--- src/rtl/pwm_capture_scheduler.sv ---
// Purpose: collects RC-PWM decoder samples into per-channel slots and serialises them round-robin.
// Latency: a sample strobe in cycle 0 is presented in cycle 2; records are always separated by an idle cycle.
// Backpressure: a presented record is held until i_ready; newer samples overwrite pending slots and flag overrun.
module pwm_capture_scheduler #(
  parameter int NUM_CH   = 4,
  parameter int CLK_FREQ = 50000000,
  parameter int STALE_US = 50000
) (
  input  logic                 i_clk,
  input  logic                 i_reset,
  input  logic [NUM_CH-1:0]    i_pwm_ready,
  input  logic [16*NUM_CH-1:0] i_pwm_value,
  input  logic [NUM_CH-1:0]    i_ch_enable,
  output logic                 o_valid,
  input  logic                 i_ready,
  output logic [2:0]           o_ch,
  output logic [15:0]          o_value,
  output logic                 o_err,
  output logic [NUM_CH-1:0]    o_stale_mask,
  output logic [NUM_CH-1:0]    o_overrun_mask,
  input  logic [NUM_CH-1:0]    i_overrun_clr
);
  localparam logic [31:0] PRESC_MAX = 32'(CLK_FREQ / 1000000 - 1);
  localparam logic [15:0] STALE_MAX = 16'(STALE_US);

  typedef enum logic {S_IDLE, S_PRESENT} state_t;
  state_t r_state, w_state_nxt;

  logic [31:0]       r_presc;
  logic              w_tick;
  logic [15:0]       r_slot      [NUM_CH];
  logic [15:0]       r_stale_cnt [NUM_CH];
  logic [NUM_CH-1:0] r_pending, r_overrun, r_stale_q;
  logic [NUM_CH-1:0] w_cap, w_fs, w_stale, w_load, w_grant, w_pend_eff;
  logic [7:0]        w_pend8;
  logic [3:0]        w_idx;
  logic [2:0]        r_rr_ptr, w_sel;
  logic [15:0]       w_sel_val;
  logic              w_any, w_take;
  logic [2:0]        r_ch;
  logic [15:0]       r_value;
  logic              r_err;

  assign w_tick = (r_presc == PRESC_MAX);

  always_ff @(posedge i_clk) begin
    if (i_reset || w_tick) r_presc <= '0;
    else                   r_presc <= r_presc + 32'd1;
  end

  // A real capture always wins over a failsafe raised in the same cycle.
  always_comb begin
    w_stale = '0;
    w_cap   = '0;
    w_fs    = '0;
    for (int k = 0; k < NUM_CH; k++) begin
      w_stale[k] = (r_stale_cnt[k] == STALE_MAX);
      w_cap[k]   = i_pwm_ready[k] & i_ch_enable[k];
      w_fs[k]    = w_stale[k] & ~r_stale_q[k] & i_ch_enable[k] & ~w_cap[k];
    end
  end

  assign w_load     = w_cap | w_fs;
  assign w_pend_eff = r_pending & i_ch_enable;

  // Scan downwards so the last hit is the first pending channel at or after rr_ptr.
  always_comb begin
    w_pend8                = '0;
    w_pend8[NUM_CH-1:0]    = w_pend_eff;
    w_sel                  = '0;
    w_any                  = 1'b0;
    w_idx                  = '0;
    for (int i = NUM_CH - 1; i >= 0; i--) begin
      w_idx = {1'b0, r_rr_ptr} + 4'(i);
      if (w_idx >= 4'(NUM_CH)) w_idx = w_idx - 4'(NUM_CH);
      if (w_pend8[w_idx[2:0]]) begin
        w_any = 1'b1;
        w_sel = w_idx[2:0];
      end
    end
  end

  assign w_take = (r_state == S_IDLE) && w_any;

  always_comb begin
    w_sel_val = '0;
    w_grant   = '0;
    for (int k = 0; k < NUM_CH; k++) begin
      if (w_sel == 3'(k)) w_sel_val = r_slot[k];
      w_grant[k] = w_take && (w_sel == 3'(k));
    end
  end

  always_ff @(posedge i_clk) begin
    if (i_reset) begin
      r_pending <= '0;
      r_overrun <= '0;
      r_stale_q <= '0;
      for (int k = 0; k < NUM_CH; k++) begin
        r_slot[k]      <= '0;
        r_stale_cnt[k] <= '0;
      end
    end else begin
      r_stale_q <= w_stale;
      for (int k = 0; k < NUM_CH; k++) begin
        if (!i_ch_enable[k])  r_pending[k] <= 1'b0;
        else if (w_load[k])   r_pending[k] <= 1'b1;
        else if (w_grant[k])  r_pending[k] <= 1'b0;

        if (w_load[k] && r_pending[k] && !w_grant[k]) r_overrun[k] <= 1'b1;
        else if (i_overrun_clr[k])                    r_overrun[k] <= 1'b0;

        if (w_cap[k])     r_slot[k] <= i_pwm_value[16*k +: 16];
        else if (w_fs[k]) r_slot[k] <= 16'hFFFF;

        if (!i_ch_enable[k] || w_cap[k])              r_stale_cnt[k] <= '0;
        else if (w_tick && r_stale_cnt[k] != STALE_MAX) r_stale_cnt[k] <= r_stale_cnt[k] + 16'd1;
      end
    end
  end

  always_ff @(posedge i_clk) begin
    if (i_reset) r_state <= S_IDLE;
    else         r_state <= w_state_nxt;
  end

  always_comb begin
    w_state_nxt = r_state;
    case (r_state)
      S_IDLE:    if (w_any)   w_state_nxt = S_PRESENT;
      S_PRESENT: if (i_ready) w_state_nxt = S_IDLE;
      default:                w_state_nxt = S_IDLE;
    endcase
  end

  always_ff @(posedge i_clk) begin
    if (i_reset) begin
      r_ch     <= '0;
      r_value  <= '0;
      r_err    <= 1'b0;
      r_rr_ptr <= '0;
    end else if (w_take) begin
      r_ch     <= w_sel;
      r_value  <= w_sel_val;
      r_err    <= w_sel_val[15];
      r_rr_ptr <= (w_sel == 3'(NUM_CH - 1)) ? 3'd0 : w_sel + 3'd1;
    end
  end

  assign o_valid        = (r_state == S_PRESENT);
  assign o_ch           = r_ch;
  assign o_value        = r_value;
  assign o_err          = r_err;
  assign o_stale_mask   = w_stale;
  assign o_overrun_mask = r_overrun;
endmodule

--- config.mk ---
export PLATFORM = sky130hd
export DESIGN_NAME = pwm_capture_scheduler
export DESIGN_NICKNAME = d
export VERILOG_FILES = /design/src/rtl/pwm_capture_scheduler.sv
export SDC_FILE = /design/constraint.sdc
export NUM_CORES = 1
export LEC_CHECK = 0
export BUFFER_PORTS_ARGS = -buffer_cell sky130_fd_sc_hd__clkbuf_2
export CORE_MARGIN = 5
export CORE_UTILIZATION = 60
export CTS_BUF_LIST = sky130_fd_sc_hd__clkbuf_8
export CTS_CLUSTER_SIZE = 12
export DETAILED_ROUTE_END_ITERATION = 10
export PLACE_DENSITY = 0.81
export SLEW_MARGIN = 20
export SYNTH_ARGS = -nofsm -noshare
export SYNTH_HDL_FRONTEND = slang
export SYNTH_SLANG_ARGS = --single-unit
--- constraint.sdc ---
create_clock -name i_clk -period 4.3 [get_ports i_clk]
set_clock_uncertainty 0.05 [all_clocks]
set_input_delay 0.645 -clock i_clk [delete_from_list [all_inputs] [get_ports i_clk]]
set_output_delay 0.645 -clock i_clk [all_outputs]
set_load 0.02 [all_outputs]
==> metrics.txt <==
outcome=finished, final reports clean; FF+latch count, synth=195; largest family of logic cells by synthesized area=simple AND/OR/NAND/NOR gates; clock latency on the worst-skew pair=0.47 ns; Fillers=1249; ys flop type=edfxtp_1; largest area contributor in the netlist=edfxtp_1; wirelength, routed=21050 um; Final GP Congestion=0.9285; P_int=3.178 mW; Crit Path Max Fanout=18; fin util=0.6733; H-tree levels=4; Wirelength per Cell=16.76 um; DRT iter0 DRCs=533; Hold Vio Cnt, Final=0; Core Region=15890 sq um; Area Growth Syn to Fin=10.27%; CTS max path bufs=2; Netlist Area Pre-Place=9699 sq um; num ports=108; Sequential Area=5186 sq um; hold buffers post-CTS=0; CP endpoint kind=flip-flop; Gate Count Post-Synth=roughly 950; DP HPWL=14910 um; WS Path Type=reg -> reg; Worst setup endpoint=o_value[8]; sw frac=0.3090; worst reg2reg startpoint=r_rr_ptr[1]; root buffer cell=clkbuf_8; Buffers on Ports=107; ys async rst share=0; number of setup violations in the final report=0; Reg power frac=0.493; Final WS setup=0.4361 ns; die height=between 100 and 150 um; Pre-antenna DRT Iters=5; ordered cell list for the critical path=inv_1, ha_1, mux4_2, nand2_2, a221o_2, a22oi_2, inv_1, ha_1, nor2b_1, buf_4, a221oi_1, nor3_1, a21oi_1, a211oi_2; routed via count=7101; placed cell areas=10280 sq um; total CTS buffers=17; Final #Nets=1122; row count=46; die width=between 100 and 150 um; top cells by area, synth=edfxtp_1 40%, dfxtp_1 14%, nor2_1 5.4%, xor2_1 3.5%, xnor2_1 3.2%; Total GRT Usage=0.2272; Critical Path RT=4.63 ns; setup TNS=0 ns; Post-Layout Inst Area=10700 sq um; DR DRC count=0; Post-Synth XOR/XNOR Area=0.06682; RSZ-0062 raised after global routing=false; number of global-route vias before repair=6741; first-pass GRT wire length=33420 um; ratio of cells with drive above 1 in the final layout=0.1663; # clock sinks=195; crit path from=r_rr_ptr[1]; worst slew pin tran=0.8644 ns; P_leak=between 4 and 5 nW; DIE AREA=18810 sq um; most frequent cells after synthesis=139 x nor2_1, 128 x edfxtp_1, 67 x dfxtp_1, 63 x nand2_1, 48 x inv_1; Max stage delay on crit path=0.59 ns; post-synthesis sequential area ratio=0.5346; slowest CP cell=dfxtp_1; Pwr Total=about 4.6 mW; P per Cell Area=about 430 nW/um^2; TritonCTS clock tree=done; Worst VDD drop=0.3016 mV; Worst setup SP type=flip-flop; global route overflow=0; count leader, synth=nor2_1; Syn Area/Cell=10.26 sq um; mux cell area share after synthesis=0.006708; yosys warns=0; Yosys top cell area share=0.3963; simple-gate area share of the yosys netlist=0.2001; max-slew violations=0; Critical Path AT=4.20 ns; worst-case reg-to-reg path depth=14; fin crit share=0.8986; Cell variety after synth=58; n_diodes=0; area of the multi-input gates=a little over 4000 sq um; fin crit period=3.864 ns; max-cap viol count=0; starting density of the core=0.6106; fmax=258.8 MHz; reg2reg end=o_value[8]; Comb power frac=0.238; routed vias/inst=approximately 5.7; number of post-CTS setup repair buffers=0; post-CTS sizing=0; EDFF count, synth=roughly 130; initial antenna violation count=3; hold crit path type=in -> reg; switching pwr=~1.4 mW; ANT nets after route=0; post-synthesis adder-cell area fraction=0.02064; Post-Syn Nets=roughly 1.0k; register clock-pin slew on the reported worst setup and hold paths=0.10 ns; Slew headroom=0.4194; Clock power frac=0.269; setup slack, reg-to-reg=0.44 ns; Compound-Gate Fraction of Synth Area=0.1246; dpl ws=slightly above 0.4 ns; pin count of the biggest net entering global routing=34
[routing by layer]
metal / routed length (um) / up-vias / track usage / share of wire
li1: - / 3518 / - / -
met1: 9395 / 3335 / 0.3023 / 0.45
met2: 9842 / 206 / 0.3594 / 0.47
met3: 1244 / 36 / 0.05846 / 0.059
met4: 533 / 6 / 0.08592 / 0.025
met5: 34 / - / 0 / 0.0016
[flip-flops by register name, summed over array words and instances (netlist names)]
signal / cells
r_slot: 64
r_stale_cnt: 64
r_presc: 32
o_value: 16
o_overrun_mask: 4
r_pending: 4
r_stale_q: 4
o_ch: 3
r_rr_ptr: 3
o_valid: 1
[placed cells by master, fill, tap and decap left out, drive strengths merged, types with 3 or more instances in the layout]
cell type / netlist / final
dfxtp: 67 / 67
nor4bb: 4 / 4
clkinv: 0 / 3
a221oi: 16 / 16
o21ai: 17 / 17
nand2: 64 / 64
a32o: 4 / 4
nor3: 33 / 33
edfxtp: 128 / 128
xnor2: 35 / 35
and2: 6 / 6
a21o: 16 / 16
or3: 13 / 13
nand3: 47 / 47
a211oi: 18 / 18
bufinv: 0 / 3
clkbuf: 21 / 127
nor4b: 3 / 3
o21a: 34 / 34
nand4: 16 / 16
and3: 16 / 16
nor2b: 22 / 22
and4: 3 / 3
ha: 16 / 16
nor2: 139 / 139
a21oi: 47 / 47
nor4: 13 / 13
inv: 48 / 53
nor3b: 4 / 4
o21bai: 3 / 3
a31o: 5 / 5
buf: 29 / 6
xor2: 39 / 39
[worst min path at each step]
| stage | startpoint | to | slack [ns] | depth (start not counted) |
|---|---|---|---|---|
| finish | i_pwm_value[58] | r_slot[3][10] | 0.39 | 2 |
| CTS | i_pwm_value[58] | r_slot[3][10] | 0.36 | 2 |
| detailed placement | r_presc[0] | r_presc[0] | 0.41 | 1 |
| floorplan | r_presc[0] | r_presc[0] | 0.38 | 1 |
| global placement | r_presc[0] | r_presc[0] | 0.39 | 1 |
| global route | i_pwm_value[58] | r_slot[3][10] | 0.37 | 2 |
[cells by family after synthesis]
group,after synthesis
flip-flops,195
XOR/XNOR,74
buffers and inverters,98
AO/OA/AOI/OAI,168
multiplexers,4
AND/OR/NAND/NOR,390
adder cells (fa/ha/maj),16
[critical path, delay by kind of cell (launching register included)]
family / cells / cell delay [ns]
AOI/OAI and AO/OA: 5 / 1.03
adders and majority gates: 2 / 0.88
DFF: 1 / 0.59
buffers and inverters: 3 / 0.49
and+or+nand+nor: 3 / 0.49
muxes: 1 / 0.26
[stage by stage]
stage | cells | hold slack, ns
6_report | 1256 | 0.3913
5_1_grt | 1256 | 0.3703
4_1_cts | 1256 | 0.3647
3_5_place_dp | 1224 | 0.4063
3_3_place_gp | 1224 | 0.3912
2_1_floorplan | 945 | 0.3792
[power by group through the flow]
stage | logic, mW | clock network [mW] | registers [mW]
5_1_grt | 1.21 | 1.34 | 2.29
4_1_cts | 1.09 | 1.26 | 2.26
6_report | 1.09 | 1.24 | 2.27
3_3_place_gp | 1.05 | 0 | 2.30
3_5_place_dp | 1.08 | 0 | 2.31
2_1_floorplan | 0.781 | 0 | 2.35
[cell type report]
| type | instances | share of cell area |
|---|---|---|
| inverters | 48 | 0.01685 |
| clock buffers | 20 | 0.02574 |
| well taps | 216 | 0.02527 |
| clock inverters | 12 | 0.01287 |
| repair buffers | 113 | 0.05428 |
| multi-input cells | 652 | 0.3801 |
| flip-flops and latches | 195 | 0.4849 |
Note: power is estimated with default switching activity, not from simulation.
